`src/rtl/lcd_timing_gen_if.sv`:
```
// Panel-side bundle of the LCD timing generator: run enable in, raster
// timing and pixel-request strobes out.
interface lcd_timing_gen_if;
    logic       en;
    logic       disp_clk;
    logic       disp_hsync;
    logic       disp_vsync;
    logic       disp_en;
    logic [9:0] pixel_x;
    logic [9:0] pixel_y;
    logic       pixel_req;
    logic       frame_start;

    // master: the timing generator; slave: the colour logic / panel side
    modport master (
        input  en,
        output disp_clk, disp_hsync, disp_vsync, disp_en,
        output pixel_x, pixel_y, pixel_req, frame_start
    );
    modport slave (
        output en,
        input  disp_clk, disp_hsync, disp_vsync, disp_en,
        input  pixel_x, pixel_y, pixel_req, frame_start
    );
endinterface

```
`src/rtl/lcd_timing_gen.sv`:
```
// Raster timing generator for a 480x272 RGB LCD. Divides clk into the pixel
// clock, walks horizontal/vertical counters through active, front porch, sync
// and back porch, and drives registered sync/enable, pixel coordinates and
// per-pixel request strobes. Every output is computed from the counter values
// being loaded in the same edge, so the outputs for a pixel period appear in
// the clk where div_cnt becomes 0 and stay stable until the next period.
// A pixel_req..frame_start handshake has no back-pressure: the consumer must
// have RGB ready before the disp_clk rising edge, CLK_DIV/2 clks later.
module lcd_timing_gen #(
    parameter int CLK_DIV  = 5,
    parameter int H_ACTIVE = 480,
    parameter int H_FRONT  = 2,
    parameter int H_SYNC   = 41,
    parameter int H_BACK   = 2,
    parameter int V_ACTIVE = 272,
    parameter int V_FRONT  = 2,
    parameter int V_SYNC   = 10,
    parameter int V_BACK   = 2
) (
    input logic              clk,
    input logic              reset_n,
    lcd_timing_gen_if.master bus
);

    localparam int H_TOTAL = H_ACTIVE + H_FRONT + H_SYNC + H_BACK;
    localparam int V_TOTAL = V_ACTIVE + V_FRONT + V_SYNC + V_BACK;
    localparam int DIV_W   = (CLK_DIV > 1) ? $clog2(CLK_DIV) : 1;

    localparam logic [DIV_W-1:0] DIV_LAST  = DIV_W'(CLK_DIV - 1);
    localparam logic [DIV_W-1:0] DIV_HALF  = DIV_W'(CLK_DIV / 2);
    localparam logic [9:0]       H_LAST    = 10'(H_TOTAL - 1);
    localparam logic [9:0]       V_LAST    = 10'(V_TOTAL - 1);
    localparam logic [9:0]       H_ACT_END = 10'(H_ACTIVE);
    localparam logic [9:0]       H_SYN_BEG = 10'(H_ACTIVE + H_FRONT);
    localparam logic [9:0]       H_SYN_END = 10'(H_ACTIVE + H_FRONT + H_SYNC);
    localparam logic [9:0]       V_ACT_END = 10'(V_ACTIVE);
    localparam logic [9:0]       V_SYN_BEG = 10'(V_ACTIVE + V_FRONT);
    localparam logic [9:0]       V_SYN_END = 10'(V_ACTIVE + V_FRONT + V_SYNC);

    // Reject parameter sets the divider or 10-bit coordinates cannot represent
    if (CLK_DIV < 2) begin : g_bad_div
        $error("lcd_timing_gen: CLK_DIV must be at least 2");
    end
    if (H_TOTAL > 1024 || V_TOTAL > 1024) begin : g_bad_total
        $error("lcd_timing_gen: H_TOTAL-1 and V_TOTAL-1 must fit in 10 bits");
    end

    logic [DIV_W-1:0] div_cnt;
    logic [9:0]       h_cnt;
    logic [9:0]       v_cnt;
    // Low after reset or idle: the next enabled edge starts at pixel (0,0)
    // rather than advancing past it.
    logic             running;

    logic [DIV_W-1:0] div_nxt;
    logic [9:0]       h_nxt;
    logic [9:0]       v_nxt;
    logic             h_act_nxt;
    logic             v_act_nxt;
    logic             h_syn_nxt;
    logic             v_syn_nxt;
    logic             period_start;

    logic             disp_clk_q;
    logic             hsync_q;
    logic             vsync_q;
    logic             disp_en_q;
    logic [9:0]       pixel_x_q;
    logic [9:0]       pixel_y_q;
    logic             pixel_req_q;
    logic             frame_start_q;

    // Next counter values and their region decode
    always_comb begin
        div_nxt = '0;
        h_nxt   = '0;
        v_nxt   = '0;
        if (running) begin
            if (div_cnt == DIV_LAST) begin
                div_nxt = '0;
                h_nxt   = (h_cnt == H_LAST) ? 10'd0 : h_cnt + 10'd1;
                if (h_cnt == H_LAST) begin
                    v_nxt = (v_cnt == V_LAST) ? 10'd0 : v_cnt + 10'd1;
                end else begin
                    v_nxt = v_cnt;
                end
            end else begin
                div_nxt = div_cnt + DIV_W'(1);
                h_nxt   = h_cnt;
                v_nxt   = v_cnt;
            end
        end
        h_act_nxt    = (h_nxt < H_ACT_END);
        v_act_nxt    = (v_nxt < V_ACT_END);
        h_syn_nxt    = (h_nxt >= H_SYN_BEG) && (h_nxt < H_SYN_END);
        v_syn_nxt    = (v_nxt >= V_SYN_BEG) && (v_nxt < V_SYN_END);
        period_start = (div_nxt == '0);
    end

    // Counters and registered outputs; en low is a synchronous idle
    always_ff @(posedge clk or negedge reset_n) begin
        if (!reset_n) begin
            div_cnt       <= '0;
            h_cnt         <= '0;
            v_cnt         <= '0;
            running       <= 1'b0;
            disp_clk_q    <= 1'b0;
            hsync_q       <= 1'b1;
            vsync_q       <= 1'b1;
            disp_en_q     <= 1'b0;
            pixel_x_q     <= '0;
            pixel_y_q     <= '0;
            pixel_req_q   <= 1'b0;
            frame_start_q <= 1'b0;
        end else if (!bus.en) begin
            div_cnt       <= '0;
            h_cnt         <= '0;
            v_cnt         <= '0;
            running       <= 1'b0;
            disp_clk_q    <= 1'b0;
            hsync_q       <= 1'b1;
            vsync_q       <= 1'b1;
            disp_en_q     <= 1'b0;
            pixel_x_q     <= '0;
            pixel_y_q     <= '0;
            pixel_req_q   <= 1'b0;
            frame_start_q <= 1'b0;
        end else begin
            div_cnt       <= div_nxt;
            h_cnt         <= h_nxt;
            v_cnt         <= v_nxt;
            running       <= 1'b1;
            disp_clk_q    <= (div_nxt >= DIV_HALF);
            hsync_q       <= ~h_syn_nxt;
            vsync_q       <= ~v_syn_nxt;
            disp_en_q     <= h_act_nxt && v_act_nxt;
            if (h_act_nxt && v_act_nxt) begin
                pixel_x_q <= h_nxt;
                pixel_y_q <= v_nxt;
            end
            pixel_req_q   <= period_start && h_act_nxt && v_act_nxt;
            frame_start_q <= period_start && (h_nxt == '0) && (v_nxt == '0);
        end
    end

    assign bus.disp_clk    = disp_clk_q;
    assign bus.disp_hsync  = hsync_q;
    assign bus.disp_vsync  = vsync_q;
    assign bus.disp_en     = disp_en_q;
    assign bus.pixel_x     = pixel_x_q;
    assign bus.pixel_y     = pixel_y_q;
    assign bus.pixel_req   = pixel_req_q;
    assign bus.frame_start = frame_start_q;

endmodule

```
`src/flat_wrapper.sv`:
```
// flat-port wrapper written by rule: the top's interface ports become plain ports
module lcd_timing_gen_flat 
#(
    parameter int CLK_DIV  = 5,
    parameter int H_ACTIVE = 480,
    parameter int H_FRONT  = 2,
    parameter int H_SYNC   = 41,
    parameter int H_BACK   = 2,
    parameter int V_ACTIVE = 272,
    parameter int V_FRONT  = 2,
    parameter int V_SYNC   = 10,
    parameter int V_BACK   = 2
)
  (clk, reset_n, bus_en, bus_disp_clk, bus_disp_hsync, bus_disp_vsync, bus_disp_en, bus_pixel_x, bus_pixel_y, bus_pixel_req, bus_frame_start);
  lcd_timing_gen_if bus_i ();
  input logic clk;
  input logic reset_n;
  input wire logic [$bits(bus_i.en)-1:0] bus_en;
  output wire logic [$bits(bus_i.disp_clk)-1:0] bus_disp_clk;
  output wire logic [$bits(bus_i.disp_hsync)-1:0] bus_disp_hsync;
  output wire logic [$bits(bus_i.disp_vsync)-1:0] bus_disp_vsync;
  output wire logic [$bits(bus_i.disp_en)-1:0] bus_disp_en;
  output wire logic [$bits(bus_i.pixel_x)-1:0] bus_pixel_x;
  output wire logic [$bits(bus_i.pixel_y)-1:0] bus_pixel_y;
  output wire logic [$bits(bus_i.pixel_req)-1:0] bus_pixel_req;
  output wire logic [$bits(bus_i.frame_start)-1:0] bus_frame_start;
  assign bus_i.en = bus_en;
  assign bus_disp_clk = bus_i.disp_clk;
  assign bus_disp_hsync = bus_i.disp_hsync;
  assign bus_disp_vsync = bus_i.disp_vsync;
  assign bus_disp_en = bus_i.disp_en;
  assign bus_pixel_x = bus_i.pixel_x;
  assign bus_pixel_y = bus_i.pixel_y;
  assign bus_pixel_req = bus_i.pixel_req;
  assign bus_frame_start = bus_i.frame_start;
  lcd_timing_gen #(.CLK_DIV(CLK_DIV), .H_ACTIVE(H_ACTIVE), .H_FRONT(H_FRONT), .H_SYNC(H_SYNC), .H_BACK(H_BACK), .V_ACTIVE(V_ACTIVE), .V_FRONT(V_FRONT), .V_SYNC(V_SYNC), .V_BACK(V_BACK)) u_core (.clk(clk), .reset_n(reset_n), .bus(bus_i));
endmodule
```
`config.mk`:
```
export PLATFORM = sky130hd
export DESIGN_NAME = lcd_timing_gen_flat
export DESIGN_NICKNAME = d
export VERILOG_FILES = /design/src/rtl/lcd_timing_gen_if.sv /design/src/rtl/lcd_timing_gen.sv /design/src/flat_wrapper.sv
export SDC_FILE = /design/constraint.sdc
export NUM_CORES = 1
export LEC_CHECK = 0
export BUFFER_PORTS_ARGS = -buffer_cell sky130_fd_sc_hd__buf_2
export CORE_ASPECT_RATIO = 0.6
export CORE_MARGIN = 5
export CORE_UTILIZATION = 45
export DETAILED_ROUTE_END_ITERATION = 10
export GPL_ROUTABILITY_DRIVEN = 0
export PLACE_DENSITY = 0.68
export SYNTH_ARGS = -nofsm -noshare
export SYNTH_HDL_FRONTEND = slang
export SYNTH_SLANG_ARGS = --single-unit
```
`constraint.sdc`:
```
create_clock -name clk -period 3.3 [get_ports clk]
set_input_delay 0.165 -clock clk [delete_from_list [all_inputs] [get_ports clk]]
set_output_delay 0.165 -clock clk [all_outputs]
set_load 0.05 [all_outputs]
```
==> out/results.txt, run 1 <==
status -> finished clean
routed len/inst -> 17.3 um
detailed-route via count -> 2082
Pleak -> 0.00135 uW
first-pass detailed-route iteration total -> 4
CTS H-tree depth -> 2
initial antenna violation count -> 0
n_diodes -> 0
vias in the first global route -> 1887
Cells after DPL -> 359
commonest non-fill, non-tap cell in the layout -> dfrtp_1
Routed Antenna Nets -> 0
syn avg cell area -> 10.3 um^2
critical-path cell list -> or4b_4 -> or4_4 -> o31ai_4 -> o211ai_2 -> nor2_1 -> o21ai_1 -> buf_4 -> a22o_1
initial core utilization -> 0.467
layout cell share with drive strength beyond 1 -> 0.201
cell at the slowest stage of the critical path -> or4_4
clock power share -> 0.406
first-pass GRT wire length -> 10.4 mm
Post-DP HPWL -> 4.60 mm
P&R area growth vs syn -> 13.6%
fin crit period -> 3.14 ns
flops & latches, synth -> 50
worst path required time -> 3.51 ns
max-slew violations -> 0
Crit Path Max Fanout -> 15
switching fraction of total power -> 0.239
clock sinks -> 50
I/O pins -> 29
largest net degree at the start of global routing -> 32
Core ar. -> 5600 um^2
CP Launch Type -> register
Yosys cell types -> 59
P_sw -> 269 uW
max cap viols -> 0
Worst setup startpoint -> u_core.h_cnt[5]
Horiz. Die Dim -> 108 um
biggest cell delay along the critical path -> 0.65 ns
number of core rows -> 21
DR DRC count -> 0
most frequent cells in the layout -> dfrtp_1, buf_2, nor2_1, nand2_1, and2_1
Clk Latency, worst-skew pair -> 0.31 ns
r2r startpoint -> u_core.h_cnt[5]
Worst setup EP type -> register
Total GRT Usage -> 0.176
CTS tree -> built
Post-synth top flop -> dfrtp_1
Comb pwr share -> 0.044
CP bufs+invs -> 1
grt met2 use -> 0.196
worst hold path class -> in -> reg
part of the cycle the worst path needs -> 0.952
met1 global-route usage -> 0.317
total negative slack -> 0 ns
register area share after synthesis -> 0.479
Post-Syn Nets -> 264
Setup CP Type -> reg -> reg
Hold Startpoint -> bus_en
cts bufs inserted -> 5
fillers -> 489
clock root buffer -> clkbuf_8
Final Setup Violations -> 0
Netlist Area Pre-Place -> 2620 um^2
GR Util met3 -> 0.0485
RSZ-0062 raised after global routing -> no
Nets -> 296
worst-margin pin slew -> 0.723 ns
number of buffers added on ports -> 28
drt via density -> 5.66
Post-CTS Setup Repair Bufs -> 0
die area -> 7490 um^2
synthesized instance count -> 255
PwrDens -> 380 nW/um^2
fmax -> 318 MHz
Chip Height -> 69.1 um
sequential share of power -> 0.550
final hold violations -> 0
total congestion overflow -> 0
CP Data Arrival Time -> 3.35 ns
Clk pin slew, worst setup/hold paths -> 0.10 ns
Worst VDD drop -> 206 uV
Finished Layout Cells -> 368
FFs w/ async S/R, synth -> 1.00
1st-iter DRT viols -> 169
Ys Warns -> 0
CTS Buffer Depth -> 2
Layout Skew -> 0.0124 ns
Slew HR -> 0.518
Routed WL -> 6.38 mm
Power Internal -> 859 uW
number of synthesized flops with an enable pin -> 0
Top Usage Layer GRT -> met1
cell family with most CP delay -> simple AND/OR/NAND/NOR gates
## layout make-up
| cell class | count | area [um^2] | share of cell area |
|---|---|---|---|
| multi-input cells | 186 | 1270 | 0.428 |
| repair buffers | 35 | 195 | 0.0657 |
| inverters | 9 | 33.8 | 0.0114 |
| flip-flops and latches | 50 | 1250 | 0.422 |
| clock buffers | 5 | 68.8 | 0.0231 |
| clock inverters | 3 | 48.8 | 0.0164 |
| well taps | 80 | 100 | 0.0337 |
## sequential cells by signal, summed over array words and instances, names as in the netlist, 3 cells and up
register,cells
u_core.div_cnt,3
u_core.v_cnt,10
u_core.bus.pixel_y,10
u_core.h_cnt,10
u_core.bus.pixel_x,10
## power by group through the flow
stage	combinational, uW	clock (uW)	sequential (uW)
floorplan	18.7	0	641
global placement	49.7	0	632
detailed placement	49.1	0	632
CTS	50.2	462	620
global route	56.4	492	621
finish	49.5	459	621
## cells in the mapped netlist (all sizes together), types with 3 or more instances
cell type | n | area share
nor2 | 21 | 0.030
inv | 9 | 0.013
and2 | 17 | 0.041
xnor2 | 9 | 0.030
ha | 6 | 0.029
a32o | 6 | 0.023
a22o | 8 | 0.027
o21ai | 5 | 0.011
nand2 | 19 | 0.028
or2 | 3 | 0.0072
clkbuf | 5 | 0.0072
nor2b | 3 | 0.0072
nand3 | 10 | 0.019
o2bb2ai | 4 | 0.013
nand2b | 3 | 0.0072
dfrtp | 48 | 0.46
nand4 | 7 | 0.017
a21oi | 8 | 0.015
and3 | 5 | 0.014
buf | 5 | 0.016
xor2 | 5 | 0.017
nor3 | 9 | 0.017
a31oi | 5 | 0.012
## final timing paths
kind | endpoint | slack [ns] | cells past startpoint
max reg2reg | u_core.bus.pixel_y[0] | 0.16 | 8
min | u_core.running | 0.11 | 1
min reg2reg | u_core.bus.pixel_x[6] | 0.49 | 1
min in group asynchronous | u_core.bus.pixel_y[7] | 0.44 | 2
max in group asynchronous | u_core.bus.pixel_y[6] | 2.14 | 3
max | u_core.bus.pixel_y[0] | 0.16 | 8
## timing repair
| item | in CTS | in global routing |
|---|---|---|
| gates resized for setup | 0 | 1 |
| hold endpoints to repair | 28 | 0 |
| hold buffers | 1 | 0 |
| setup endpoints to repair | 0 | 1 |
## per-layer routing
layer	share of wire	wire length, um	vias to the layer above
met5	0	0	-
met4	0.0027	17	0
met3	0.077	492	2
met2	0.36	2310	74
met1	0.56	3560	1012
li1	-	-	994
## kinds of logic (layout without fill, tap and decap cells)
family                     after synthesis  count (layout)  synth area share
DFF                                     50              50             0.479
buffers and inverters                   19              52            0.0363
and+or+nand+nor                        107             107             0.226
AOI/OAI and AO/OA                       57              57             0.176
adders and majority gates                6               6            0.0287
muxes                                    2               2           0.00765
xor gates and xnor gates                14              14            0.0469
## worst register-to-register path: stages, from the launching register on
cell and delay [ns]:
dfrtp_1 0.45, or4b_4 0.58, or4_4 0.65, o31ai_4 0.35, o211ai_2 0.21, nor2_1 0.25
o21ai_1 0.11, buf_4 0.20, a22o_1 0.24
## metrics by stage
step	setup WS [ns]	cell area, um^2	hold slack [ns]	power [uW]	utilization
global placement	0.240	2840	0.257	682	0.507
floorplan	0.380	2620	-0.131	659	-
global route	0.0540	2970	0.113	1170	0.531
detailed placement	0.218	2840	0.251	681	0.507
finish	0.160	2970	0.106	1130	0.531
CTS	0.166	2970	0.0970	1130	0.530
Power figures use the tool's default switching activity.
==> run 2, diff against run 1 <==
--- a/config.mk
+++ b/config.mk
@@ -5,7 +5,7 @@
 export SDC_FILE = /design/constraint.sdc
 export NUM_CORES = 1
 export LEC_CHECK = 0
-export BUFFER_PORTS_ARGS = -buffer_cell sky130_fd_sc_hd__buf_2
+export BUFFER_PORTS_ARGS = -buffer_cell sky130_fd_sc_hd__clkbuf_2
 export CORE_ASPECT_RATIO = 0.6
 export CORE_MARGIN = 5
 export CORE_UTILIZATION = 45
==> run 2 against run 1 <==
Net effect:
- combinational power is essentially flat
- wire length shrank 1.6%
- non-clock buffer count is the same
- sequential cell count is the same
- via count is essentially flat
- die area is the same
- total power shrank 1.9%
- setup slack gained 0.010 ns
- core utilization shrank 0.067 points
- clock power shrank 4.6%
- hold slack gained 0.074 ns
- register-to-register slack is essentially flat
==> out/results.txt, run 2 (synthesis gave the netlist of run 1 again) <==
Crit Path Max Fanout -> 15
Clk Latency, worst-skew pair -> 0.30 ns
I/O pins -> 29
CP bufs+invs -> 1
Setup CP Type -> reg -> reg
clock root buffer -> clkbuf_8
Post-DP HPWL -> 4.80 mm
Worst VDD drop -> 216 uV
clock sinks -> 50
Comb pwr share -> 0.045
first-pass GRT wire length -> 10.5 mm
CTS tree -> built
number of core rows -> 21
detailed-route via count -> 2084
status -> finished clean
R2R depth -> 8
fin crit period -> 3.13 ns
total negative slack -> 0 ns
commonest non-fill, non-tap cell in the layout -> dfrtp_1
Nets -> 296
vias in the first global route -> 1944
first-pass detailed-route iteration total -> 5
initial core utilization -> 0.467
Chip Height -> 69.1 um
critical path depth in cells -> 8
worst-margin pin slew -> 0.808 ns
sequential share of power -> 0.560
Layout Skew -> 0.00538 ns
CP Launch Type -> register
Routed WL -> 6.27 mm
max cap viols -> 0
cell family with most CP delay -> simple AND/OR/NAND/NOR gates
most frequent cells in the layout -> dfrtp_1, clkbuf_2, nor2_1, nand2_1, and2_1
n_diodes -> 0
fillers -> 525
switching fraction of total power -> 0.230
largest net degree at the start of global routing -> 33
fmax -> 319 MHz
P_sw -> 254 uW
Worst setup EP type -> register
Post-CTS Setup Repair Bufs -> 0
Core ar. -> 5600 um^2
cell at the slowest stage of the critical path -> or4_4
layout cell share with drive strength beyond 1 -> 0.201
worst hold path class -> in -> reg
Pleak -> 0.00133 uW
P&R area growth vs syn -> 13.5%
Horiz. Die Dim -> 108 um
Most common cell on crit path -> or4b_4
drt via density -> 5.66
biggest cell delay along the critical path -> 0.65 ns
Slew HR -> 0.461
Critical Path End -> u_core.bus.pixel_y[0]
max-slew violations -> 0
routed len/inst -> 17.0 um
PwrDens -> 373 nW/um^2
CTS Buffer Depth -> 2
Clk pin slew, worst setup/hold paths -> 0.09 ns
worst path required time -> 3.54 ns
Routed Antenna Nets -> 0
CP Data Arrival Time -> 3.37 ns
post-layout total power -> 1110 uW
cts bufs inserted -> 5
RSZ-0062 raised after global routing -> no
reg2reg end -> u_core.bus.pixel_y[0]
Worst setup startpoint -> u_core.h_cnt[5]
critical-path cell list -> or4b_4 -> or4_4 -> or4b_4 -> nand2_2 -> nand2_1 -> o21ai_1 -> buf_4 -> a22o_1
die area -> 7490 um^2
DR DRC count -> 0
clock power share -> 0.395
total congestion overflow -> 0
final hold violations -> 0
1st-iter DRT viols -> 138
CTS H-tree depth -> 2
multi-input logic area -> 1270 um^2
r2r startpoint -> u_core.h_cnt[5]
part of the cycle the worst path needs -> 0.949
initial antenna violation count -> 0
Power Internal -> 853 uW
Util after Layout -> 0.531
Total GRT Usage -> 0.178
number of buffers added on ports -> 28
Final Setup Violations -> 0
Storage cell area -> 1250 um^2
Reg2Reg Setup Slack -> 0.17 ns
[run 2: changes by cell type in the layout (fill, tap and decap cells not counted), sizes merged]
cell      previous run  this run
buf                 34         6
clkbuf               5        33
clkinvlp             1         2
inv                 10         9
[run 2: metrics by stage]
stage               cells  setup slack [ns]  area [um^2]  hold slack (ns)
floorplan             255             0.380         2620           -0.131
CTS                   368             0.170         2960            0.160
global route          368            0.0241         2970            0.191
finish                368             0.170         2970            0.180
detailed placement    359             0.196         2840            0.301
global placement      359             0.231         2840            0.296
[run 2: layout make-up]
type,instances,share of cell area
Inverter,9,0.0114
Tap cell,80,0.0337
Sequential cell,50,0.422
Timing Repair Buffer,35,0.0657
Multi-Input combinational cell,186,0.429
Clock inverter,3,0.0152
Clock buffer,5,0.0232
[run 2: worst min-delay path by stage]
| stage | start | end | slack (ns) | cells past startpoint |
|---|---|---|---|---|
| global route | bus_en | u_core.running | 0.19 | 1 |
| finish | bus_en | u_core.running | 0.18 | 1 |
| floorplan | reset_n | u_core.bus.disp_clk | -0.13 | 0 |
| global placement | reset_n | u_core.bus.pixel_y[7] | 0.30 | 1 |
| CTS | bus_en | u_core.running | 0.16 | 1 |
| detailed placement | reset_n | u_core.bus.pixel_y[7] | 0.30 | 1 |
[run 2: repair_timing]
action,CTS,global route
endpoints found under the hold margin,29,0
hold buffers,1,0
endpoints found under the setup margin,0,1
resized for setup,0,1
[run 2: layer usage]
metal  wire (um)  part of all wire  global-route usage
met1        3500              0.56               0.319
met2        2300              0.37               0.203
met3         439             0.070              0.0429
met4          33            0.0053              0.0294
met5           0                 0                   0
[run 2: power by group through the flow]
stage | Combinational, uW | Sequential [uW] | Clock [uW]
2_1_floorplan | 18.7 | 641 | 0
3_3_place_gp | 49.4 | 632 | 0
3_5_place_dp | 49.7 | 632 | 0
4_1_cts | 50.9 | 620 | 449
5_1_grt | 55.5 | 621 | 479
6_report | 49.7 | 620 | 438
==> run 3, diff against run 2 <==
--- a/config.mk
+++ b/config.mk
@@ -12,6 +12,7 @@
 export DETAILED_ROUTE_END_ITERATION = 10
 export GPL_ROUTABILITY_DRIVEN = 0
 export PLACE_DENSITY = 0.68
+export RECOVER_POWER = 100
 export SYNTH_ARGS = -nofsm -noshare
 export SYNTH_HDL_FRONTEND = slang
 export SYNTH_SLANG_ARGS = --single-unit
==> run 3 against run 2 <==
Net effect:
- the run now ends with capacitance limit, slew limit left
- hold slack better by 0.094 ns
- clock skew is 0.0024 ns higher
- wire length hardly changed
- cell area is 1.9% lower
- total power is 0.31% lower
==> out/results.txt, run 3 (synthesis gave the netlist of run 1 again) <==
layout cell share with drive strength beyond 1 -> 0.0903
DR DRC count -> 0
largest net degree at the start of global routing -> 33
Layout Skew -> 0.00782 ns
reg2reg end -> u_core.bus.pixel_y[0]
first-pass detailed-route iteration total -> 4
Hold Startpoint -> bus_en
Pleak -> 0.00121 uW
detailed-route via count -> 2084
pre-CTS setup slack -> 0.196 ns
Critical Path End -> u_core.bus.pixel_y[0]
commonest non-fill, non-tap cell in the layout -> dfrtp_1
CTS tree -> built
P&R area growth vs syn -> 11.4%
Util after Layout -> 0.521
number of buffers added on ports -> 28
status -> complete, but fails checks
I/O pins -> 29
initial antenna violation count -> 0
Worst VDD drop -> 218 uV
max-slew violations -> 33
Post-DP HPWL -> 4.80 mm
max cap viols -> 1
final setup margin -> 0.171 ns
first-pass GRT wire length -> 10.5 mm
CP Launch Type -> register
Horiz. Die Dim -> 108 um
vias in the first global route -> 1944
Clk pin slew, worst setup/hold paths -> 0.10 ns
clock sinks -> 50
Routed WL -> 6.28 mm
total congestion overflow -> 0
die area -> 7490 um^2
Chip Height -> 69.1 um
fin crit period -> 3.13 ns
Final Setup Violations -> 0
Core ar. -> 5600 um^2
most frequent cells in the layout -> dfrtp_1, clkbuf_1, nor2_1, nand2_1
drt via density -> 5.66
Crit Path Max Fanout -> 15
Setup CP Type -> reg -> reg
Nets -> 296
R2R depth -> 8
part of the cycle the worst path needs -> 0.948
number of core rows -> 21
worst hold path class -> in -> reg
Post-CTS Setup Repair Bufs -> 0
routed len/inst -> 17.1 um
Total GRT Usage -> 0.178
initial core utilization -> 0.467
r2r startpoint -> u_core.h_cnt[5]
CP Data Arrival Time -> 3.37 ns
worst path required time -> 3.54 ns
cts bufs inserted -> 5
post-layout total power -> 1100 uW
Routed Antenna Nets -> 0
final hold violations -> 0
fmax -> 320 MHz
Worst setup startpoint -> u_core.h_cnt[5]
multi-input logic area -> 1270 um^2
Reg2Reg Setup Slack -> 0.17 ns
Worst setup EP type -> register
failing checks -> capacitance limit, slew limit
fillers -> 547
CTS Buffer Depth -> 2
Slew HR -> -0.167
PwrDens -> 379 nW/um^2
Clk Latency, worst-skew pair -> 0.30 ns
clock root buffer -> clkbuf_8
1st-iter DRT viols -> 162
RSZ-0062 raised after global routing -> no
Storage cell area -> 1250 um^2
total negative slack -> 0 ns
n_diodes -> 0
CTS H-tree depth -> 2
worst-margin pin slew -> 1.75 ns
-- run 3: cell types whose count changed in the layout (fill, tap and decap cells not counted), sizes merged --
cell | before | now
buf | 6 | 2
clkbuf | 33 | 37
-- run 3: worst max-delay path, stage by stage (launching register included) --
cell,delay [ns]
dfrtp_1,0.45
or4b_4,0.57
or4_4,0.65
or4b_4,0.55
nand2_2,0.14
nand2_1,0.08
o21ai_1,0.21
buf_4,0.24
a22o_1,0.16
-- run 3: how the worst min path moves through the flow --
stage	cells after the start	endpoint	slack, ns
after floorplan	0	u_core.bus.disp_clk	-0.13
after detailed placement	1	u_core.bus.pixel_y[7]	0.30
after global routing	1	u_core.running	0.31
after CTS	1	u_core.running	0.16
after global placement	1	u_core.bus.pixel_y[7]	0.30
final	1	u_core.running	0.27
-- run 3: power breakdown --
group          switching, uW  internal [uW]
Clock                    210            226
Sequential              3.58            617
Combinational           38.9           9.43
-- run 3: final cells by class --
class / instances / share of cell area
multi-input combinational: 186 / 0.435
sequential: 50 / 0.430
tap: 80 / 0.0343
clock buffer: 5 / 0.0236
clock inverter: 3 / 0.0155
inverter: 9 / 0.0116
timing repair buffer: 35 / 0.0502
-- run 3: stage by stage --
stage / cells / hold slack, ns / area [um^2]
after CTS: 368 / 0.160 / 2960
final: 368 / 0.274 / 2910
after detailed placement: 359 / 0.301 / 2840
after global routing: 368 / 0.309 / 2910
after global placement: 359 / 0.296 / 2840
after floorplan: 255 / -0.131 / 2620
-- run 3: what timing repair did --
action | in CTS | in global routing
hold buffers | 1 | 0
hold endpoints to repair | 29 | 0
setup endpoints to repair | 0 | 1
resized for setup | 0 | 1
-- run 3: routing by layer --
metal / track usage / vias to the layer above / share of wire / wire length (um)
met5: 0 / - / 0 / 0
met4: 0.0294 / 0 / 0.0053 / 33
met3: 0.0429 / 5 / 0.061 / 381
met2: 0.203 / 60 / 0.36 / 2280
met1: 0.319 / 1022 / 0.57 / 3590
li1: - / 997 / - / -
